### config.mk
export PLATFORM = sky130hd
export DESIGN_NAME = instr_cache_tag_refill
export DESIGN_NICKNAME = d
export VERILOG_FILES = /design/src/rtl/instr_cache_tag_refill.sv
export SDC_FILE = /design/constraint.sdc
export NUM_CORES = 1
export LEC_CHECK = 0
export CORE_MARGIN = 2
export CORE_UTILIZATION = 46
export DETAILED_ROUTE_END_ITERATION = 12
export PLACE_DENSITY = 0.94
export SLEW_MARGIN = 20
export SYNTH_ARGS = -nofsm -noshare
export SYNTH_HDL_FRONTEND = slang
export SYNTH_SLANG_ARGS = --single-unit
export TNS_END_PERCENT = 10
### constraint.sdc
create_clock -name i_clk -period 3.05 [get_ports i_clk]
set_clock_uncertainty 0.15 [all_clocks]
set_input_delay 0.915 -clock i_clk [delete_from_list [all_inputs] [get_ports i_clk]]
set_output_delay 0.915 -clock i_clk [all_outputs]
set_load 0.01 [all_outputs]
### src/rtl/instr_cache_tag_refill.sv
// Instruction-cache tag-array write controller.
// Accepts line-refill requests, picks a victim way and issues one tag write
// per refill; also invalidates the whole array (flush) by walking every set.
// Optional feature macro: ICACHE_VICTIM_LFSR_EN selects an 8-bit LFSR victim
// picker instead of the default round-robin counter.
// Handshake rule for both request channels: a request transfers on a rising
// edge where valid and ready are both high; ready depends only on state, reset
// and i_flush_valid, never on the request's own valid.

`ifndef ICACHE_ASSOC
`define ICACHE_ASSOC 4
`endif

`ifndef VADDR_WIDTH
`define VADDR_WIDTH 32
`endif

module instr_cache_tag_refill #(
    parameter int ASSOC      = `ICACHE_ASSOC,
    parameter int SETS       = 64,
    parameter int LINE_BYTES = 64,
    parameter int VADDR_W    = `VADDR_WIDTH,
    localparam int WAY_W     = $clog2(ASSOC),
    localparam int IDX       = $clog2(SETS),
    localparam int OFS       = $clog2(LINE_BYTES),
    localparam int TAG_W     = VADDR_W - IDX - OFS
) (
    input  logic               i_clk,
    input  logic               i_rst_n,
    input  logic               i_refill_valid,
    input  logic [VADDR_W-1:0] i_refill_vaddr,
    output logic               o_refill_ready,
    output logic               o_refill_done,
    output logic [WAY_W-1:0]   o_refill_way,
    input  logic               i_flush_valid,
    output logic               o_flush_ready,
    output logic               o_flush_done,
    output logic [ASSOC-1:0]   o_tag_we,
    output logic [IDX-1:0]     o_tag_set,
    output logic               o_tag_valid,
    output logic [TAG_W-1:0]   o_tag_tag,
    output logic [1:0]         o_dbg_state
);

    typedef enum logic [1:0] {
        ST_IDLE  = 2'd0,
        ST_WRITE = 2'd1,
        ST_FLUSH = 2'd2
    } state_e;

    localparam logic [IDX-1:0] LAST_SET = IDX'(SETS - 1);

    state_e             state_q, state_d;
    logic [IDX-1:0]     set_cnt_q, set_cnt_d;
    logic [IDX-1:0]     ref_set_q, ref_set_d;
    logic [TAG_W-1:0]   ref_tag_q, ref_tag_d;
    logic [WAY_W-1:0]   way_q, way_d;
    logic [WAY_W-1:0]   victim;
    logic               refill_acc;
    logic               flush_acc;

    // Line-offset bits of the miss address do not matter for a tag write.
    logic unused_vaddr_ofs;
    assign unused_vaddr_ofs = ^i_refill_vaddr[OFS-1:0];

`ifdef ICACHE_VICTIM_LFSR_EN
    logic [7:0] lfsr_q, lfsr_d;

    // Free-running LFSR, x^8+x^6+x^5+x^4+1, shifts every cycle in every state.
    always_comb begin
        lfsr_d = {lfsr_q[6:0], lfsr_q[7] ^ lfsr_q[5] ^ lfsr_q[4] ^ lfsr_q[3]};
        victim = lfsr_q[WAY_W-1:0];
    end
`else
    logic [WAY_W-1:0] rr_q, rr_d;

    // Round-robin victim: advances only when a refill is accepted.
    always_comb begin
        victim = rr_q;
        rr_d   = rr_q;
        if (refill_acc) begin
            rr_d = rr_q + 1'b1;
        end
    end
`endif

    // Request acceptance; flush wins over a simultaneous refill.
    always_comb begin
        flush_acc  = (state_q == ST_IDLE) && i_flush_valid;
        refill_acc = (state_q == ST_IDLE) && i_refill_valid && !i_flush_valid;
    end

    // Next-state and datapath register updates.
    always_comb begin
        state_d   = state_q;
        set_cnt_d = set_cnt_q;
        ref_set_d = ref_set_q;
        ref_tag_d = ref_tag_q;
        way_d     = way_q;
        case (state_q)
            ST_IDLE: begin
                if (flush_acc) begin
                    state_d   = ST_FLUSH;
                    set_cnt_d = '0;
                end else if (refill_acc) begin
                    state_d   = ST_WRITE;
                    ref_set_d = i_refill_vaddr[OFS+IDX-1:OFS];
                    ref_tag_d = i_refill_vaddr[VADDR_W-1:OFS+IDX];
                    way_d     = victim;
                end
            end
            ST_WRITE: begin
                state_d = ST_IDLE;
            end
            ST_FLUSH: begin
                if (set_cnt_q == LAST_SET) begin
                    state_d   = ST_IDLE;
                    set_cnt_d = '0;
                end else begin
                    set_cnt_d = set_cnt_q + 1'b1;
                end
            end
            default: begin
                state_d   = ST_IDLE;
                set_cnt_d = '0;
            end
        endcase
    end

    // Single state register block with synchronous active-low reset.
    always_ff @(posedge i_clk) begin
        if (!i_rst_n) begin
            state_q   <= ST_IDLE;
            set_cnt_q <= '0;
            ref_set_q <= '0;
            ref_tag_q <= '0;
            way_q     <= '0;
`ifdef ICACHE_VICTIM_LFSR_EN
            lfsr_q    <= 8'h01;
`else
            rr_q      <= '0;
`endif
        end else begin
            state_q   <= state_d;
            set_cnt_q <= set_cnt_d;
            ref_set_q <= ref_set_d;
            ref_tag_q <= ref_tag_d;
            way_q     <= way_d;
`ifdef ICACHE_VICTIM_LFSR_EN
            lfsr_q    <= lfsr_d;
`else
            rr_q      <= rr_d;
`endif
        end
    end

    // Ready signals: combinational, forced low while reset is held.
    always_comb begin
        o_flush_ready  = i_rst_n && (state_q == ST_IDLE);
        o_refill_ready = i_rst_n && (state_q == ST_IDLE) && !i_flush_valid;
    end

    // Tag-port and done outputs decoded from registered state only.
    always_comb begin
        o_tag_we      = '0;
        o_tag_set     = '0;
        o_tag_valid   = 1'b0;
        o_tag_tag     = '0;
        o_refill_done = 1'b0;
        o_refill_way  = '0;
        o_flush_done  = 1'b0;
        case (state_q)
            ST_WRITE: begin
                o_tag_we      = {{(ASSOC-1){1'b0}}, 1'b1} << way_q;
                o_tag_set     = ref_set_q;
                o_tag_valid   = 1'b1;
                o_tag_tag     = ref_tag_q;
                o_refill_done = 1'b1;
                o_refill_way  = way_q;
            end
            ST_FLUSH: begin
                o_tag_we     = '1;
                o_tag_set    = set_cnt_q;
                o_flush_done = (set_cnt_q == LAST_SET);
            end
            default: begin
            end
        endcase
    end

    assign o_dbg_state = state_q;

endmodule
=== After elaboration in Yosys (flattened, before gate mapping) ===
Cells that the tools add are included.

* Divide/modulo/power cells: 0
* Multipliers: 0
* Eq/ne operators: 6
* Shift operators: 1
* Reductions and logical operators: 10
* Bitwise operators: 2
* Multiplexer cells: 13
* Order comparisons: 0
* Add/subtract/negate cells: 2

{| class="wikitable"
|+ Operators with widths
! operator !! count
|-
| 2-to-1 mux 20 bit || 1
|-
| one-hot mux 6 bit (3 select lines) || 1
|-
| 2-to-1 mux 6 bit || 2
|-
| one-hot mux 6 bit (2 select lines) || 1
|-
| 2-to-1 mux 2 bit || 4
|-
| one-hot mux 4 bit (2 select lines) || 1
|-
| adder 6 x 1 -> 6 bit, second input constant || 1
|-
| equality test 6 bit, second input constant || 1
|-
| logical AND 1 bit || 5
|-
| inequality test 2 bit, second input constant || 2
|-
| one-hot mux 2 bit (2 select lines) || 1
|-
| AND reduction 2 bit || 2
|-
| left shift 1 x 2 -> 4 bit, first input constant || 1
|-
| inequality test 3 bit, second input constant || 1
|-
| AND reduction 3 bit || 1
|-
| adder 2 x 1 -> 2 bit, second input constant || 1
|-
| equality test 2 x 1 -> 1 bit, second input constant || 1
|-
| equality test 2 bit, second input constant || 1
|-
| logical NOT 2 bit || 1
|-
| 2-to-1 mux 1 bit || 2
|-
| NOT 1 bit || 2
|-
| logical NOT 1 bit || 1
|}

* Latch bits: 0
* Logic and storage cells: 40
* ROM bits: 0
* RAM bits: 0
* Flip-flop bits (word level): 38
* Memories: 0

=== Depth between registers and ports, before layout ===
Gate-level depths: netlist (run 1).

* Word-level depth: 6
* Gate-level depth with buffers: 7
* Gate-level depth less buffers: 6

=== Worst setup path after synthesis (run 1) ===
OpenSTA, ideal clock, no wires.

* Path type: register to output
* Start: register state_q[0] (netlist: o_dbg_state[0])
* End: output port o_tag_tag[10]
* Data arrival time: 1411 ps
* Cell stages (with the launch flop): 5
* Path slack: 574 ps
* Cell sequence: dfxtp_1 -> ha_1 -> clkbuf_1 -> clkbuf_1 -> and2_1

* Word-level cells in the longest chain between the ends: 2

{| class="wikitable"
|+ Ends and longest elaborated chain
! item !! RTL line !! RTL
|-
| start, declared || 53 || <nowiki>state_e state_q, state_d;</nowiki>
|-
| start signal, assigned || 144 || <nowiki>state_q <= state_d;</nowiki>
|-
| equality test 2 x 1 -> 1 bit || 172 || <nowiki>case (state_q)</nowiki>
|-
| 2-to-1 mux 20 bit || 172 ||
|-
| end, declared || 41 || <nowiki>output logic [TAG_W-1:0] o_tag_tag,</nowiki>
|}

No other way between the ends.

=== Final worst setup path (run 1) ===
* Start: register state_q[0] (netlist: o_dbg_state[0])
* End: output port o_tag_we[3]

* Word-level cells in the longest chain between the ends: 2
* Elaborated cells on any way between the ends: 3
* Classes of those cells: 2 x eq/ne; 1 x mux

{| class="wikitable"
|+ Ends and longest elaborated chain
! item !! RTL line !! RTL
|-
| equality test 2 bit or equality test 2 x 1 -> 1 bit (tied branches) || 172 ||
|-
| one-hot mux 4 bit (2 select lines) (*) || 172 ||
|-
| end, declared || 38 || <nowiki>output logic [ASSOC-1:0] o_tag_we,</nowiki>
|}

Mark *: on every way between the ends. The rest lies on a longest branch, timed or not.

==> summary.md, run 1 <==
| Metric | Value |
|---|---|
| Status | completed |
| Die W | just under 70 um |
| Pwr/cell area | 462 nW/um^2 |
| Most Crowded Layer GR | met2 |
| Slowest cell on the critical path | clkdlybuf4s50_1 |
| Met1 Use GR | 26.6% |
| Reported max-cap violation count | 0 |
| Final min period | just over 3 ns |
| Crit-path leading delay family | buffers and inverters |
| EDFF count, synth | 0 |
| Drt drc | 0 |
| Post-Synthesis Cells | around 240 |
| Final hold violations | 0 |
| Worst setup path class | flop to output pin |
| Final worst setup slack | around 0.033 ns |
| DR vias/cell | slightly above 5 |
| Rows | 23 |
| Layout Nets | approximately 350 |
| Worst Path Required | a little under 2 ns |
| Antenna cell count | 0 |
| Seq/Total Area, Yosys | around two fifths |
| Rel. slew slack | 57.1% |
| Initial Util | between 40% and 50% |
| Lkg Pwr | approximately 1.0 nW |
| Post-synth top area share | 40.9% |
| Place WS | -0.196 ns |
| Critical Path Max Stage Delay | about 0.55 ns |
| Fin crit share | 98.9% |
| Post-synthesis async set-or-reset flop share | 0% |
| Mapped cell area | approximately 1900 um^2 |
| Total GRT Usage | a little under a quarter |
| Initial DRC Count | 173 |
| Met2 GRT Util | roughly two fifths |
| Unrepaired setup endpoints after global routing | yes |
| Port Buffers | 68 |
| Area of the multi-input gates | roughly 1000 um^2 |
| CP arrival | just under 2 ns |
| Cell variety after synth | 33 |
| Post-CTS Hold Fix Bufs | 0 |
| FF/Latch Area | 763 um^2 |
| Hold slack | a little over 0.3 ns |
| Crit end category | output pin |
| Largest cells by area after synthesis | dfxtp_1 41%, nand2_1 13%, and2_1 9.1%, a21boi_0 8.9%, nor2b_1 3.0% |
| Most common cell after layout, fill and taps aside | clkdlybuf4s50_1 |
| Post-DRT Antenna Nets | 0 |
| Commonest non-fill, non-tap cells in the layout | 65 x clkdlybuf4s50_1, 62 x nand2_1, 36 x dfxtp_1 |
| Largest net degree at the start of global routing | 28 |
| CTS clk-pin slew, worst paths | roughly 0.080 ns |
| Die height | approximately 68 um |
| Final setup viols | 0 |
| Io pins | 75 |
| Drt wl/cell | around 14 um |
| Hold Path Class | flop to flop |
| VDD IR max | about 320 uV |
| Initial antenna violation count | 0 |
| Max Fanout on Critical Path | 10 |
| Core Region | around 4000 um^2 |
| Post-Route Utilization | between 70 and 80% |
| TritonCTS clock tree | done |
| Worst Setup Start Kind | flop |
| # fillers | 310 |
| Mapped Nets | between 200 and 300 |
| H-tree depth | 2 |
| Worst-path cell chain | inv_1, ha_2, a21boi_0, clkdlybuf4s50_1 |
| Final Instance Area | approximately 2800 um^2 |
| Clock net sink count | 38 |
| Placed cell area | 2620 um^2 |
| Number of buffers created by CTS | 5 |
| Worst-Skew Late Latency | approximately 0.29 ns |
| Main flop type after synthesis | dfxtp_1 |
| Layout area overhead | 51.4% |
| Clock Path Buffers | 2 |
| Cell type with the highest aggregate area in the netlist | dfxtp_1 |
| CTS Root Cell | clkbuf_8 |
| Grt ovf | 0 |
| Vias in the first global route | roughly 1700 |
| Final Max Tran Viols | 0 |
| GRT met3 Usage | ~4.7% |
| Slew @ Worst Pin | 0.640 ns |
| CP bufs+invs | 2 |
| Setup_tns | 0 ns |
| DRT Wirelength | roughly 5.0 mm |
| Global-route wire length before repair | 7.74 mm |
| First-pass iteration count of the detailed router | 4 |
| Placer Congestion | about 0.86 |
| Total power draw | 1.30 mW |
| Die ar. | roughly 4600 um^2 |
| Seq cells post-synth | 38 |
| Ys Warns | 0 |
| Share of post-route cells with drive strength above 1 | 8.77% |
| Final HPWL DP | roughly 3.4 mm |
| Max Clk Rate | ~330 MHz |
| Total number of vias | 1857 |
| Final Non-Filler Cells | ~360 |
| Syn Area/Cell | 7.92 um^2 |
| Placed cell count | 347 |
cell type report:
class	instances	area share, %
timing repair buffer	80	27.9
clock buffer	6	2.93
multi-input combinational	178	37.1
tap	50	2.22
clock inverter	2	2.13
inverter	4	0.533
sequential	38	27.1
report_power, final:
group / internal [mW] / switching (mW)
Clock: 0.349 / 0.177
Combinational: 0.124 / 0.113
Sequential: 0.522 / 0.0161
Total: 0.995 / 0.305
worst min-delay path, cell delays in order (launching register included):
cell	delay, ns
dfxtp_1	0.31
nand2_1	0.05
a21oi_1	0.05
registers in the layout, indices dropped and copies added (netlist names):
| signal | flops |
|---|---|
| ref_tag_q | 20 |
| ref_set_q | 6 |
| set_cnt_q | 6 |
| o_dbg_state | 2 |
| rr_q | 2 |
| way_q | 2 |
cells by family after synthesis:
group	count (synthesis)	synth area share [%]
compound gates	50	18.2
xor+xnor	2	0.942
fa+ha+maj	4	2.69
buf+inv	19	4.51
flops	38	40.9
simple gates	122	32.8
layer usage:
| layer | wire length, um | share of wire (%) | up-vias |
|---|---|---|---|
| met2 | 2510 | 51 | 65 |
| li1 | - | - | 918 |
| met5 | 0 | 0 | - |
| met3 | 268 | 5.4 | 8 |
| met1 | 2090 | 42 | 866 |
| met4 | 89 | 1.8 | 0 |
final timing paths:
kind | start | endpoint | slack [ns] | depth (start not counted)
min reg2reg | ref_tag_q[17] | ref_tag_q[17] | 0.30 | 2
max | o_dbg_state[0] | o_tag_we[3] | 0.03 | 4
max reg2reg | o_dbg_state[0] | set_cnt_q[5] | 0.83 | 7
min | ref_tag_q[17] | ref_tag_q[17] | 0.30 | 2
Yosys cell counts, types with 2 or more instances:
cell type	number
nand2_1	62
dfxtp_1	38
and2_1	27
a21boi_0	22
a21oi_1	9
clkbuf_1	9
nor2b_1	9
nand3_1	7
a22oi_1	6
o21ai_0	5
ha_1	4
nor2_1	4
a21boi_1	3
buf_1	3
inv_1	3
a31oi_1	2
nand3b_1	2
nand4b_1	2
o21a_1	2
or4_1	2
xnor2_1	2
what timing repair did:
action,in CTS,in global routing
buffers inserted,0,3
resized for setup,5,7
endpoints found under the setup margin,27,25
Note: power is estimated with default switching activity, not from simulation.
==> run 2: changes to the inputs <==
Settings changed: CORE_MARGIN 2 to 1.5.
==> run 2 against run 1 <==
Global-route usage up 1.3 points. Routed wire length down 2.6%. Via count down 0.81%. Worst hold slack about the same. Power down 0.34%. Flip-flop and latch count unchanged. Clock power about the same. Sequential power about the same.
==> summary.md, run 2 (synthesis gave the netlist of run 1 again) <==
| Metric | Value |
|---|---|
| Fin crit share | 98.9% (about the same) |
| Die height | 66.6 um (-1.5%) |
| Slew @ Worst Pin | 0.687 ns (+0.0465 ns) |
| Place WS | -0.170 ns (+0.0254 ns) |
| Status | completed |
| Number of buffers created by CTS | 5 (unchanged) |
| Final worst setup slack | 0.0333 ns (+0.000737 ns) |
| Worst-Skew Late Latency | 0.29 ns (about the same) |
| Global-route wire length before repair | 8.00 mm (+3.3%) |
| R2R Setup Slk | 0.90 ns (+0.07 ns) |
| Psw | 0.301 mW (-1.6%) |
| Flop pwr share | 41.6% (+0.3 points) |
| Drt drc | 0 (unchanged) |
| Layout area overhead | 50.2% |
| Core Region | 3770 um^2 (-4.3%) |
| Clock net sink count | 38 (unchanged) |
| Initial Util | 49.3% (+2.1 points) |
| Worst setup path class | primary input to output pin |
| Drt wl/cell | 13.6 um (-1.7%) |
| Final Max Tran Viols | 0 (unchanged) |
| Placer Congestion | 0.835 (-3.2%) |
| Die W | 66.6 um (-1.5%) |
| Worst Setup Start Kind | primary input |
| Worst-path cell chain | dlygate4sd2_1, nor2b_4, and2_1, clkdlybuf4s50_1 |
| Final hold violations | 0 (unchanged) |
| Most common cell after layout, fill and taps aside | clkdlybuf4s50_1 |
| Max Fanout on Critical Path | 2 (-8) |
| First-pass iteration count of the detailed router | 5 (+1) |
| Vias in the first global route | 1834 (+8.4%) |
| Antenna cell count | 0 (unchanged) |
| Pwr/cell area | 464 nW/um^2 (+0.42%) |
| Layout Nets | 346 (-0.29%) |
| # fillers | 289 (-6.8%) |
| Max Clk Rate | 331 MHz (about the same) |
| CP arrival | 1.95 ns (about the same) |
| Share of post-route cells with drive strength above 1 | 8.79% (+0.029 points) |
| TritonCTS clock tree | done |
| Rows | 22 (-4.3%) |
| Final min period | 3.02 ns (-0.000737 ns) |
| Grt ovf | 0 (unchanged) |
| Die ar. | 4430 um^2 (-2.9%) |
| End of the worst register-to-register path | set_cnt_q[5] |
| CTS clk-pin slew, worst paths | 0.07 ns (about the same) |
| DR vias/cell | 5.19 (about the same) |
| H-tree depth | 2 (unchanged) |
| Port Buffers | 68 (unchanged) |
| Total GRT Usage | 23.8% (+1.3 points) |
| Hold slack | 0.302 ns (-0.000167 ns) |
| Commonest non-fill, non-tap cells in the layout | 66 x clkdlybuf4s50_1, 62 x nand2_1, 36 x dfxtp_1 |
| CP bufs+invs | 2 (unchanged) |
| Sw Ratio | 23.2% (-0.29 points) |
| Setup_tns | 0 ns (unchanged) |
| Biggest regs | ref_tag_q (20), ref_set_q (6), set_cnt_q (6) |
| Clock share of power | 40.3% (about the same) |
| Final Non-Filler Cells | 355 (-0.84%) |
| Worst Hold End | ref_tag_q[17] |
| Clock Path Buffers | 2 (unchanged) |
| Post-DRT Antenna Nets | 0 (unchanged) |
| Critical Path Max Stage Delay | 0.52 ns (-0.03 ns) |
| Hold path depth | 2 (unchanged) |
| Comb pwr share | 18.1% (about the same) |
| Worst Reg2Reg Path Length in Cells | 7 (unchanged) |
| Max reg flops | 20 (unchanged) |
| Final HPWL DP | 3.42 mm (+0.31%) |
| Reg with most FFs | ref_tag_q |
| Largest net degree at the start of global routing | 21 (-25%) |
| Worst Path Required | 1.98 ns (about the same) |
| Total number of vias | 1842 (-0.81%) |
| Placed cell count | 347 (unchanged) |
| CTS Root Cell | clkbuf_8 |
| Internal Power | 0.995 mW (about the same) |
| Hold Path Class | flop to flop |
| Crit end category | output pin |
| Rel. slew slack | 54.0% (-3.1 points) |
| Unrepaired setup endpoints after global routing | no |
| Lkg Pwr | 1.01 nW (-3.2%) |
| Reported max-cap violation count | 0 (unchanged) |
| Crit-path leading delay family | buffers and inverters |
| VDD IR max | 372 uV (+18%) |
| DRT Wirelength | 4.83 mm (-2.6%) |
| Initial DRC Count | 119 (-31%) |
| Worst hold start | ref_tag_q[17] |
| Initial antenna violation count | 0 (unchanged) |
| FF-to-FF Start | o_dbg_state[0] |
| Io pins | 75 (unchanged) |
| Final setup viols | 0 (unchanged) |
| Slowest cell on the critical path | clkdlybuf4s50_1 |
==> run 2: worst register-to-register path, cell delays in order, from the launching register on <==
cell,delay (ns)
dfxtp_2,0.39
inv_2,0.09
ha_4,0.18
nor2b_4,0.12
buf_4,0.14
or2_1,0.30
or4_1,0.52
a31oi_1,0.18
==> run 2: power by group through the flow <==
stage	clock network (mW)	registers, mW	logic (mW)
global placement	0	0.545	0.217
floorplan	0	0.544	0.121
finish	0.523	0.539	0.235
CTS	0.531	0.536	0.223
detailed placement	0	0.547	0.221
global route	0.562	0.541	0.259
==> run 2: timing repair <==
| action | in CTS | in global routing |
|---|---|---|
| hold buffers | 0 | 0 |
| endpoints found under the setup margin | 5 | 11 |
| buffers inserted | 0 | 0 |
| resized for setup | 4 | 8 |
==> run 2: area by class of cell <==
cell class,instances,area [um^2],share of cell area [%]
multi-input combinational,178,1050,37.7
sequential,38,763,27.3
timing repair buffer,79,761,27.2
clock buffer,6,82.6,2.95
clock inverter,2,60.1,2.15
tap,48,60.1,2.15
inverter,4,15.0,0.537
==> run 2: metal layers <==
layer,vias up,part of all wire (%),track usage (%)
li1,919,-,-
met1,842,42,27.3
met2,74,50,41.9
met3,7,5.8,4.90
met4,0,1.5,11.5
met5,-,0,0
==> run 2: metrics by stage <==
step | instance area (um^2) | utilization, % | total power [mW]
2_1_floorplan | 1860 | - | 0.665
3_3_place_gp | 2620 | 69.3 | 0.762
3_5_place_dp | 2620 | 69.3 | 0.768
4_1_cts | 2760 | 73.2 | 1.29
5_1_grt | 2800 | 74.1 | 1.36
6_report | 2800 | 74.1 | 1.30
==> run 2: worst max-delay path by stage <==
stage	startpoint	to	slack (ns)	cells after the start
after floorplan	o_dbg_state[0]	o_tag_tag[10]	0.57	4
after global placement	i_flush_valid	o_refill_ready	-0.16	4
after detailed placement	i_flush_valid	o_refill_ready	-0.17	4
after CTS	o_dbg_state[1]	o_tag_we[0]	0.01	6
after global routing	i_flush_valid	o_refill_ready	0.01	4
final	i_flush_valid	o_refill_ready	0.03	4
==> run 3: changes to the inputs <==
Settings changed: PLACE_DENSITY 0.94 to 0.92.
==> run 3 against run 2 <==
Routed wire length down 4.3%. Maximum frequency increased by 1.2%. Register-to-register slack improved by 0.05 ns. Worst setup slack better by 0.037 ns. Sequential share of layout area up 0.41 points. Design area down 1.5%. Combinational power about the same. Clock-buffer cell count rose by 1. Critical path type unchanged.
==> summary.md, run 3 (synthesis gave the netlist of run 1 again) <==
| Metric | Value |
|---|---|
| Layout area overhead | 48.0% |
| Antenna cell count | 0 (unchanged) |
| Final hold violations | 0 (unchanged) |
| Initial DRC Count | 94 (-21%) |
| Drt drc | 0 (unchanged) |
| Commonest non-fill, non-tap cells in the layout | 65 x clkdlybuf4s50_1, 62 x nand2_1, 36 x dfxtp_1 |
| Final setup viols | 0 (unchanged) |
| VDD IR max | 316 uV (-15%) |
| Critical Path Max Stage Delay | 0.53 ns (about the same) |
| CTS clk-pin slew, worst paths | 0.07 ns (about the same) |
| Post-DRT Antenna Nets | 0 (unchanged) |
| Worst setup path class | primary input to output pin |
| Port Buffers | 68 (unchanged) |
| Largest net degree at the start of global routing | 20 (-4.8%) |
| Unrepaired setup endpoints after global routing | no |
| Biggest regs | ref_tag_q (20), ref_set_q (6), set_cnt_q (6) |
| Worst-path cell chain | clkdlybuf4s50_1, nor2b_4, and2_1, dlygate4sd2_1 |
| Total number of vias | 1825 (-0.92%) |
| Clock Path Buffers | 2 (unchanged) |
| Slew @ Worst Pin | 0.598 ns (-0.0887 ns) |
| TritonCTS clock tree | done |
| CP arrival | 1.91 ns (-0.04 ns) |
| Global-route wire length before repair | 8.02 mm (+0.34%) |
| CTS resizes | 3 (-1) |
| Most common cell after layout, fill and taps aside | clkdlybuf4s50_1 |
| Place WS | -0.162 ns (+0.00844 ns) |
| Post-CTS Setup Bufs | 0 (unchanged) |
| Die W | 66.6 um (unchanged) |
| Worst Reg2Reg Path Length in Cells | 7 (unchanged) |
| Max reg flops | 20 (unchanged) |
| Reported max-cap violation count | 0 (unchanged) |
| Initial antenna violation count | 0 (unchanged) |
| Grt ovf | 0 (unchanged) |
| Vias in the first global route | 1798 (-2.0%) |
| DRT Wirelength | 4.62 mm (-4.3%) |
| Core Region | 3770 um^2 (unchanged) |
| Total GRT Usage | 23.5% (-0.30 points) |
| Lkg Pwr | 1.01 nW (+0.27%) |
| Slowest cell on the critical path | clkdlybuf4s50_1 |
| Rel. slew slack | 59.9% (+5.9 points) |
| Io pins | 75 (unchanged) |
| Worst-Skew Late Latency | 0.29 ns (about the same) |
| Final Non-Filler Cells | 356 (+0.28%) |
| Final HPWL DP | 3.36 mm (-1.9%) |
| Crit end category | output pin |
| H-tree depth | 2 (unchanged) |
| Hold Path Class | flop to flop |
| Initial Util | 49.3% (unchanged) |
| Rows | 22 (unchanged) |
| Reg with most FFs | ref_tag_q |
| DR vias/cell | 5.13 (-1.2%) |
| Worst Path Required | 1.98 ns (about the same) |
| Pwr/cell area | 409 nW/um^2 (-12%) |
| Die ar. | 4430 um^2 (unchanged) |
| Worst Setup Start Kind | primary input |
| Hold path depth | 2 (unchanged) |
| Max Clk Rate | 336 MHz (+1.2%) |
| Final worst setup slack | 0.0704 ns (+0.0371 ns) |
| Placed cell area | 2620 um^2 (+0.29%) |
| Placed cell count | 348 (+0.29%) |
| Placer Congestion | 0.814 (-2.5%) |
| Die height | 66.6 um (unchanged) |
| Max Fanout on Critical Path | 2 (unchanged) |
| Fin crit share | 97.7% (-1.2 points) |
| Share of post-route cells with drive strength above 1 | 8.77% (-0.029 points) |
| Final Max Tran Viols | 0 (unchanged) |
| # fillers | 304 (+5.2%) |
| First-pass iteration count of the detailed router | 4 (-1) |
| Final min period | 2.98 ns (-0.0371 ns) |
| Status | completed |
| Post-CTS Hold Fix Bufs | 0 (unchanged) |
| Final Instance Area | 2750 um^2 (-1.5%) |
| Number of buffers created by CTS | 5 (unchanged) |
| CTS Root Cell | clkbuf_8 |
| Drt wl/cell | 13.0 um (-4.6%) |
| Layout Nets | 347 (+0.29%) |
| Clock net sink count | 38 (unchanged) |
==> run 3: metrics by stage <==
| step | utilization (%) | power [mW] | TNS, ns | hold WS, ns |
|---|---|---|---|---|
| finish | 73.0 | 1.13 | 0 | 0.302 |
| global route | 73.0 | 1.18 | 0 | 0.332 |
| CTS | 72.0 | 1.12 | -0.00118 | 0.306 |
| detailed placement | 69.5 | 0.773 | -0.296 | 0.296 |
| global placement | 69.5 | 0.766 | -0.249 | 0.286 |
| floorplan | - | 0.665 | 0 | 0.280 |
==> run 3: final timing paths <==
path | start | to | slack, ns
max | i_flush_valid | o_refill_ready | 0.07
min | ref_tag_q[15] | ref_tag_q[15] | 0.30
max reg2reg | o_dbg_state[0] | set_cnt_q[5] | 0.95
min reg2reg | ref_tag_q[15] | ref_tag_q[15] | 0.30
==> run 3: area by class of cell <==
class	count	area [um^2]	share of cell area, %
Clock buffer	7	86.3	3.13
Clock inverter	1	5.00	0.182
Inverter	4	15.0	0.545
Multi-Input combinational cell	178	1050	38.3
Sequential cell	38	763	27.7
Tap cell	48	60.1	2.18
Timing Repair Buffer	80	771	28.0
==> run 3: worst max-delay path, delay by kind of cell <==
family | cells | cell delay [ns]
buffers and inverters | 2 | 0.80
and+or+nand+nor | 2 | 0.19
==> run 3: power by group <==
group | switching [mW] | internal, mW | total [mW]
Combinational | 0.111 | 0.126 | 0.237
Clock | 0.168 | 0.182 | 0.350
Sequential | 0.0167 | 0.522 | 0.539
==> run 3: metal layers <==
metal	global-route usage (%)	share of wire, %	up-vias
met5	0	0	-
met4	7.91	1.3	0
met3	5.74	6.9	8
met2	40.5	48	72
met1	28.5	44	824
li1	-	-	921
